$ cat src/rtl/reservoir_sequencer_pkg.sv
// Shared types and helpers for the reservoir input sequencer and its mask multiplier.
package reservoir_sequencer_pkg;

    localparam int MASK_W   = 16;
    localparam int SAMPLE_W = 16;

    typedef enum logic [2:0] {
        S_IDLE,
        S_FETCH,
        S_ISSUE,
        S_WAIT_RES,
        S_EMIT,
        S_DONE
    } seq_state_e;

    // Clamp a 32-bit unsigned value to the 16-bit reservoir input range.
    function automatic logic [SAMPLE_W-1:0] sat_u16(input logic [31:0] v);
        return (v > 32'h0000_FFFF) ? 16'hFFFF : v[SAMPLE_W-1:0];
    endfunction

endpackage

$ cat src/rtl/reservoir_mask_mult.sv
// Per-node input mask register file plus the multiply / shift / saturate
// that produces the masked reservoir drive for (node_idx, sample).
module reservoir_mask_mult
    import reservoir_sequencer_pkg::*;
#(
    parameter int NUM_VIRTUAL_NODES = 10,
    parameter int MASK_FRAC         = 8
) (
    input  logic                                 clk,
    input  logic                                 rst,
    input  logic                                 wr_en,
    input  logic [$clog2(NUM_VIRTUAL_NODES)-1:0] wr_addr,
    input  logic [MASK_W-1:0]                    wr_data,
    input  logic [$clog2(NUM_VIRTUAL_NODES)-1:0] node_idx,
    input  logic [SAMPLE_W-1:0]                  sample,
    output logic [SAMPLE_W-1:0]                  masked
);

    localparam int NW = $clog2(NUM_VIRTUAL_NODES);

    logic [MASK_W-1:0] mask_q [NUM_VIRTUAL_NODES];
    logic [MASK_W-1:0] mask_sel;
    logic [31:0]       product;

    // Addresses at or beyond NUM_VIRTUAL_NODES match no entry and are dropped.
    always_ff @(posedge clk or negedge rst) begin
        if (!rst) begin
            for (int i = 0; i < NUM_VIRTUAL_NODES; i++) mask_q[i] <= '0;
        end else if (wr_en) begin
            for (int i = 0; i < NUM_VIRTUAL_NODES; i++)
                if (wr_addr == NW'(i)) mask_q[i] <= wr_data;
        end
    end

    always_comb begin
        mask_sel = '0;
        for (int i = 0; i < NUM_VIRTUAL_NODES; i++)
            if (node_idx == NW'(i)) mask_sel = mask_q[i];
    end

    assign product = {16'b0, sample} * {16'b0, mask_sel};
    assign masked  = sat_u16(product >> MASK_FRAC);

endmodule

$ cat src/rtl/reservoir_sequencer.sv
// Time-multiplexes input samples into the delay-feedback reservoir, one masked
// step per virtual node, and streams each resulting state to the readout.
// Optional watchdog on the reservoir step: define RES_WATCHDOG_EN.
module reservoir_sequencer
    import reservoir_sequencer_pkg::*;
#(
    parameter int NUM_VIRTUAL_NODES = 10,
    parameter int DATA_WIDTH        = 32,
    parameter int MASK_FRAC         = 8,
    parameter int WDOG_CYCLES       = 64
) (
    input  logic                                 clk,
    input  logic                                 rst,
    input  logic                                 start,
    input  logic [31:0]                          num_samples,
    output logic                                 busy,
    output logic                                 done,
    output logic                                 err,
    input  logic                                 mask_wr_en,
    input  logic [$clog2(NUM_VIRTUAL_NODES)-1:0] mask_wr_addr,
    input  logic [MASK_W-1:0]                    mask_wr_data,
    input  logic                                 sample_valid,
    output logic                                 sample_ready,
    input  logic [SAMPLE_W-1:0]                  sample_data,
    output logic                                 res_en,
    output logic [DATA_WIDTH-1:0]                res_din,
    input  logic                                 res_valid,
    input  logic [DATA_WIDTH-1:0]                res_dout,
    output logic                                 state_valid,
    input  logic                                 state_ready,
    output logic [DATA_WIDTH-1:0]                state_data,
    output logic [$clog2(NUM_VIRTUAL_NODES)-1:0] state_node_idx,
    output logic                                 state_last
);

    localparam int NW = $clog2(NUM_VIRTUAL_NODES);

    if (NUM_VIRTUAL_NODES < 2 || DATA_WIDTH < SAMPLE_W || WDOG_CYCLES < 1) begin : g_bad_cfg
        $error("reservoir_sequencer: unsupported parameter set");
    end

    seq_state_e            st;
    logic [31:0]           num_q;
    logic [31:0]           sample_cnt;
    logic [NW-1:0]         node_idx;
    logic [SAMPLE_W-1:0]   sample_q;
    logic                  wait_first;
    logic                  last_node;
    logic                  last_sample;
    logic [NW-1:0]         mm_node;
    logic [SAMPLE_W-1:0]   mm_sample;
    logic [SAMPLE_W-1:0]   masked;

`ifdef RES_WATCHDOG_EN
    localparam int WDW = $clog2(WDOG_CYCLES + 1);
    logic [WDW-1:0] wdog_cnt;
    logic           err_q;
    assign err = err_q;
`else
    assign err = 1'b0;
`endif

    assign last_node   = (node_idx == NW'(NUM_VIRTUAL_NODES - 1));
    assign last_sample = (sample_cnt + 32'd1 == num_q);

    // res_din is registered on entry to ISSUE, so the multiplier looks one
    // step ahead: the incoming sample in FETCH, the next node in EMIT.
    assign mm_sample = (st == S_FETCH) ? sample_data : sample_q;
    assign mm_node   = (st == S_EMIT) ? node_idx + NW'(1) : node_idx;

    reservoir_mask_mult #(
        .NUM_VIRTUAL_NODES (NUM_VIRTUAL_NODES),
        .MASK_FRAC         (MASK_FRAC)
    ) u_mask_mult (
        .clk      (clk),
        .rst      (rst),
        .wr_en    (mask_wr_en && !busy),
        .wr_addr  (mask_wr_addr),
        .wr_data  (mask_wr_data),
        .node_idx (mm_node),
        .sample   (mm_sample),
        .masked   (masked)
    );

    always_ff @(posedge clk or negedge rst) begin
        if (!rst) begin
            st             <= S_IDLE;
            num_q          <= '0;
            sample_cnt     <= '0;
            node_idx       <= '0;
            sample_q       <= '0;
            wait_first     <= 1'b0;
            busy           <= 1'b0;
            done           <= 1'b0;
            sample_ready   <= 1'b0;
            res_en         <= 1'b0;
            res_din        <= '0;
            state_valid    <= 1'b0;
            state_data     <= '0;
            state_node_idx <= '0;
            state_last     <= 1'b0;
`ifdef RES_WATCHDOG_EN
            wdog_cnt       <= '0;
            err_q          <= 1'b0;
`endif
        end else begin
            done   <= 1'b0;
            res_en <= 1'b0;
            case (st)
                S_IDLE: if (start) begin
                    num_q      <= num_samples;
                    sample_cnt <= '0;
                    node_idx   <= '0;
`ifdef RES_WATCHDOG_EN
                    err_q      <= 1'b0;
`endif
                    if (num_samples == 32'd0) begin
                        st <= S_DONE;
                    end else begin
                        st           <= S_FETCH;
                        busy         <= 1'b1;
                        sample_ready <= 1'b1;
                    end
                end
                S_FETCH: if (sample_valid && sample_ready) begin
                    sample_q     <= sample_data;
                    sample_ready <= 1'b0;
                    res_en       <= 1'b1;
                    res_din      <= DATA_WIDTH'(masked);
                    st           <= S_ISSUE;
                end
                S_ISSUE: begin
                    wait_first <= 1'b1;
`ifdef RES_WATCHDOG_EN
                    wdog_cnt   <= '0;
`endif
                    st         <= S_WAIT_RES;
                end
                S_WAIT_RES: begin
                    // First cycle ignored: the reservoir drops valid only as en lands.
                    wait_first <= 1'b0;
                    if (!wait_first && res_valid) begin
                        state_data     <= res_dout;
                        state_node_idx <= node_idx;
                        state_last     <= last_node && last_sample;
                        state_valid    <= 1'b1;
                        st             <= S_EMIT;
                    end
`ifdef RES_WATCHDOG_EN
                    else if (wdog_cnt == WDW'(WDOG_CYCLES - 1)) begin
                        err_q <= 1'b1;
                        busy  <= 1'b0;
                        st    <= S_DONE;
                    end else begin
                        wdog_cnt <= wdog_cnt + WDW'(1);
                    end
`endif
                end
                S_EMIT: if (state_ready) begin
                    state_valid <= 1'b0;
                    state_last  <= 1'b0;
                    if (!last_node) begin
                        node_idx <= node_idx + NW'(1);
                        res_en   <= 1'b1;
                        res_din  <= DATA_WIDTH'(masked);
                        st       <= S_ISSUE;
                    end else begin
                        node_idx   <= '0;
                        sample_cnt <= sample_cnt + 32'd1;
                        if (last_sample) begin
                            busy <= 1'b0;
                            st   <= S_DONE;
                        end else begin
                            sample_ready <= 1'b1;
                            st           <= S_FETCH;
                        end
                    end
                end
                S_DONE: begin
                    done <= 1'b1;
                    st   <= S_IDLE;
                end
                default: st <= S_IDLE;
            endcase
        end
    end

endmodule

$ cat config.mk
export PLATFORM = sky130hd
export DESIGN_NAME = reservoir_sequencer
export DESIGN_NICKNAME = d
export VERILOG_FILES = /design/src/rtl/reservoir_sequencer_pkg.sv /design/src/rtl/reservoir_mask_mult.sv /design/src/rtl/reservoir_sequencer.sv
export SDC_FILE = /design/constraint.sdc
export NUM_CORES = 1
export LEC_CHECK = 0
export CORE_MARGIN = 5
export CORE_UTILIZATION = 60
export DETAILED_ROUTE_END_ITERATION = 10
export PLACE_DENSITY = 0.82
export SYNTH_ARGS = -nofsm -noshare
export SYNTH_HDL_FRONTEND = slang
export SYNTH_SLANG_ARGS = --single-unit
$ cat constraint.sdc
create_clock -name clk -period 26.2 [get_ports clk]
set_clock_uncertainty 0.15 [all_clocks]
set_input_delay 3.93 -clock clk [delete_from_list [all_inputs] [get_ports clk]]
set_output_delay 3.93 -clock clk [all_outputs]
set_load 0.01 [all_outputs]
Word level (Yosys, flattened, before mapping):

Index checks and enable logic that the tools add are counted.

* output and inout port bits: 75
* register bits: 322

* $lt $le $gt $ge: 1
* $add $sub $neg: 2
* multiplexer cells: 55
* reductions and logical operators: 35
* equal/unequal tests: 34
* multipliers: 1

Operators by type and width (number)
* two-way mux 16 bit: 12
* two-way mux 32 bit: 6
* case mux 32 bit (2 select lines): 2
* adder 32 x 1 -> 32 bit, second input constant: 1
* == test 32 bit: 1
* == test 4 x 3 -> 1 bit, second input constant: 8
* logical NOT 32 bit: 1
* multiplier 16 x 16 -> 32 bit: 1
* AND reduction 2 bit: 13
* > comparator 24 x 16 -> 1 bit, second input constant: 1
* two-way mux 3 bit: 7
* == test 4 bit, second input constant: 5
* == test 4 x 2 -> 1 bit, second input constant: 4
* two-way mux 1 bit: 16
* two-way mux 4 bit: 4
* != test 2 bit, second input constant: 8
* case mux 3 bit (5 select lines): 1
* AND reduction 4 bit: 3
* case mux 1 bit (2 select lines): 5
* == test 4 x 1 -> 1 bit, second input constant: 2
* logical NOT 4 bit: 2
* case mux 4 bit (2 select lines): 1
* nonzero test 2 bit: 4
* AND reduction 7 bit: 1
* other kinds (12): 19

Depth between registers and ports, before layout:

* depth in word-level cells: 19
* gate-level depth with buffers: 39

By module:

Synthesis repeated with hierarchy kept, for this count alone.

* cells, all modules: 2300
* area total of the unflattened synthesis: 23764.0 um2

By module, submodules not included
* reservoir_mask_mult: seq. area each 4003.8 um2, instances 1, area each 16230.6 um2, cells an instance 1621
* reservoir_sequencer: seq. area each 3653.5 um2, instances 1, area each 7533.5 um2, cells an instance 679

Least setup slack after synthesis:

No wires, ideal clock.

* kind: in2reg
* start point: in sample_data[12]
* end point: reg res_din[10]
* data required time: 25929 ps
* path slack: 15538 ps
* data arrival time: 10391 ps
* stages: 26
* cells stage by stage: mux2_2 -> clkbuf_1 -> nand2_1 -> fa_1 -> fa_1 -> fa_1 -> inv_1 -> fa_1 -> fa_1 -> inv_1 -> fa_1 -> inv_1 -> ha_1 -> clkbuf_1 -> a21oi_1 -> o21ai_0 -> a31oi_1 -> o211ai_1 -> a31o_2 -> a2111o_1 -> a31o_1 -> mux2_1 -> nand4_1 -> a2111oi_4 -> buf_6 -> a21oi_2

* longest elaborated chain between the ends: 7
* elaborated cells between the ends (all ways): 8
* classes of those cells: 1 x mul; 1 x order compare; 6 x mux

Ends and longest elaborated chain
* start, declared: line reservoir_sequencer.sv:24 `input logic [SAMPLE_W-1:0] sample_data,`
* two-way mux 16 bit *: line reservoir_sequencer.sv:68 `assign mm_sample = (st == S_FETCH) ? sample_data : sample_q;`
* multiplier 16 x 16 -> 32 bit *: line reservoir_mask_mult.sv:41 `assign product = {16'b0, sample} * {16'b0, mask_sel};`
* > comparator 24 x 16 -> 1 bit: line reservoir_sequencer_pkg.sv:18 `return (v > 32'h0000_FFFF) ? 16'hFFFF : v[SAMPLE_W-1:0];`
* two-way mux 16 bit *: line reservoir_sequencer_pkg.sv:18
* two-way mux 32 bit: line reservoir_sequencer.sv:162 `if (!last_node) begin`
* two-way mux 32 bit: line reservoir_sequencer.sv:159 `S_EMIT: if (state_ready) begin`
* case mux 32 bit (2 select lines) *: line reservoir_sequencer.sv:109 `case (st)`
* end signal, assigned: line reservoir_sequencer.sv:129 `res_din <= DATA_WIDTH'(masked);`
* end signal, assigned: line reservoir_sequencer.sv:165 `res_din <= DATA_WIDTH'(masked);`
* end, declared: line reservoir_sequencer.sv:26 `output logic [DATA_WIDTH-1:0] res_din,`

Every way passes the cells marked *; elsewhere a longest branch is shown, timed or not. The select of a mux whose other input is x is not followed.
A chain may end at the register's enable or synchronous reset.

Worst setup path in the final report:

* start point: in sample_data[5]
* end point: reg res_din[3]

Same word-level chain as after synthesis.

==> reports/metrics.csv <==
stage;metric;value;unit
routing;Final ANT Viol Nets;0;
power_and_ir_drop;LEAKAGE;0.0127;µW
routing;routed vias/inst;6.04;
synth;area leader, netlist;dfrtp_1;
routing;DRC errors left;0;
synth;commonest cells in the netlist;dfrtp_1, mux2_2, inv_1;
clock_tree;CTS Buf Count;35;
worst_setup_path;reg-to-reg startpoint;node_idx[0];
synth;most frequent cell after synthesis;dfrtp_1;
synth;synthesized instance count;2323;
sta;setup TNS;0;ps
sta;final period utilization;0.444;
synth;number of warnings issued by yosys;0;
sta;Relative slew margins;0.202;
worst_setup_path;Critical-path top delay cell;a2111oi_4;
sta;Period minus WS final;11650;ps
global_route;vias in the first global route;18500;
routing;routed len/inst;20.6;µm
sta;Hold WS;352;ps
floorplan;core footprint;38800;µm²
worst_setup_path;Required @ worst endpoint;26420;ps
place;Buffers on Ports;164;
clock_tree;clk sinks;306;
worst_setup_path;worst-path fanout max;16;
clock_tree;CTS Buffer Depth;3;
global_route;overflow left after global routing;0;
clock_tree;CTS tree;yes;
layout;share of layout cells above drive strength 1;0.154;
synth;Synth Area per Inst;10.2;µm²
layout;Fillers;2976;
job;max_cap viols;0;
global_route;first-pass GRT wire length;99000;µm
power_and_ir_drop;Power Density;69.2;nW/µm²
routing;1st-pass router iterations;6;
routing;initial drt markers;1557;
synth;Netlist cell types;82;
synth;async set or reset register ratio after synthesis;1.00;
layout;nets;2821;
sta;Slew Viols, Final;0;
sta;Setup violations, final;0;
sta;slew at the pin with the worst max-slew slack;1190;ps
synth;sequential area share after synthesis;0.324;
clock_tree;hold buffer count at CTS;0;
worst_setup_path;Critical Path Sink Type;flop;
min_path;startpoint of the worst hold path;state_data[19];
outcome;status;complete, no violations;
routing;routed vias;17900;
worst_setup_path;crit path cell chain;clkdlybuf4s50_1 -> mux2i_1 -> nor2_1 -> fa_1 -> inv_1 -> fa_1 -> fa_1 -> fa_1 -> inv_1 -> fa_1 -> inv_1 -> fa_1 -> inv_1 -> ha_1 -> nand4_1 -> or2_2 -> nor4bb_1 -> a21oi_1 -> nand3_1 -> a21oi_2 -> a311oi_1 -> nand4_1 -> a2111oi_4 -> a21oi_1;
worst_setup_path;setup slack, reg-to-reg;15030;ps
floorplan;Die Ht;208;µm
worst_setup_path;delay-heaviest family, CP;adder cells;
floorplan;row count;72;
synth;area share of the largest cell type after synthesis;0.324;
place;detailed placement HPWL;45500;µm
worst_setup_path;number of buffers and inverters on the critical path;5;
layout;antenna fix cells;0;
routing;WL final;60900;µm
clock_tree;post_cts resized;0;
layout;area grow syn2layout;12.9;%
place;Placer Congestion;0.946;
clock_tree;clock slew at reported path FFs;50;ps
worst_setup_path;WP data arrival;11860;ps
synth;number of synthesized register bits;306;
synth;Post-synth EDFFs;0;
min_path;worst min path class;reg2reg;
worst_setup_path;Worst Reg-to-Reg Cells;30;
worst_setup_path;critical path depth in cells;24;
worst_setup_path;most used cell, CP;fa_1;
min_path;Hold Path Cell Cnt;1;
layout;fin util;0.687;
sta;count of final hold-check violations;0;
floorplan;die area;43400;µm²
worst_setup_path;Crit Path Category;in2reg;
power_and_ir_drop;peak supply drop;0.0000815;V
worst_setup_path;crit path launch type;input pin;
synth;Mapped Area;23600;µm²
worst_setup_path;CP Launch Point;sample_data[5];
floorplan;Starting Density;0.608;
sta;RSZ-0062 raised after global routing;false;
clock_tree;post-CTS setup buffer count;0;
global_route;largest net degree at the start of global routing;139;
global_route;Overall Global Routing Usage;0.280;
clock_tree;clk_lat worst skew;570;ps
worst_setup_path;crit-path max cell delay;1010;ps
clock_tree;CTS root buf;clkbuf_16;
floorplan;DIE WIDTH;208;µm
global_route;initial antenna violation count;1;
sta;Peak Freq;85.9;MHz
synth;most area-consuming cells after synthesis;dfrtp_1, fa_1, mux2_2;
floorplan;num ports;182;
clock_tree;H-tree depth;2;
synth;Main synth FF type;dfrtp_1;
-- state kept, by name, summed over array words and instances, names as in the netlist --
register            count
wait_first              1
sample_ready            1
num_q                  32
done                    1
res_din                16
sample_cnt             32
st                      3
u_mask_mult.mask_q    160
sample_q               16
state_data             32
res_en                  1
node_idx                4
busy                    1
state_valid             1
state_last              1
state_node_idx          4
-- power by group --
group / total, µW / internal [µW] / leakage (µW) / switching, µW
logic: 733 / 314 / 0.00813 / 419
clock network: 481 / 282 / 0.000561 / 198
registers: 631 / 560 / 0.00403 / 70.6
total: 1840 / 1160 / 0.0127 / 688
-- worst register-to-register path, delay by kind of cell, from the launching register on --
family | cells | cell delay [ps]
fa+ha+maj | 8 | 3800
simple gates | 8 | 2970
compound gates | 9 | 2790
flops | 1 | 830
buf+inv | 5 | 430
-- metrics by stage --
step,total power [µW],instance area [µm²],std cells,setup WS [ps]
floorplan,1090,23700,2339,15540
global placement,1340,25500,2898,14220
detailed placement,1360,25500,2898,14070
CTS,1850,26700,2960,14650
global route,1950,26700,2960,14120
finish,1840,26700,2960,14550
-- kinds of logic after synthesis --
family                     synth area share
muxes                                 0.138
other                              0.000159
AOI/OAI and AO/OA                    0.0998
xor gates and xnor gates             0.0265
buffers and inverters                0.0673
DFF                                   0.324
adders and majority gates             0.219
and+or+nand+nor                       0.125
-- worst paths after layout --
check                                     endpoint
max in group asynchronous  u_mask_mult.mask_q[141]
max                                     res_din[3]
max reg2reg                             res_din[3]
min in group asynchronous            state_data[3]
min                                 state_data[19]
min reg2reg                         state_data[19]
-- area by class of cell --
cell class	count	area, µm²	area share
Sequential cell	306	7660	0.287
Timing Repair Buffer	186	1810	0.0680
Multi-Input combinational cell	1634	14500	0.542
Tap cell	518	648	0.0243
Clock buffer	55	1070	0.0402
Clock inverter	7	58.8	0.00221
Inverter	254	953	0.0358
-- cells in the final DEF (no fill, tap or decap), drive strengths merged, types with 33 or more instances in the layout --
cell type      synthesis  final
dfrtp                306    306
mux2                 265    265
inv                  254    259
nand2                211    211
fa                   193    193
nor2                 184    184
clkdlybuf4s50          0    163
ha                   104    104
o21ai                 69     69
a21oi                 65     65
clkbuf               101     55
xnor2                 42     42
a22oi                 41     41
nand3                 37     37
a21o                  33     33
-- per-layer routing --
layer,vias up,share of wire,routed length (µm),track usage
met5,-,0,0,0
met4,0,0.028,1690,0.0813
li1,8044,-,-,-
met1,9080,0.41,25100,0.374
met2,626,0.49,30100,0.473
met3,129,0.065,3950,0.0500
Note: power is estimated with default switching activity, not from simulation.
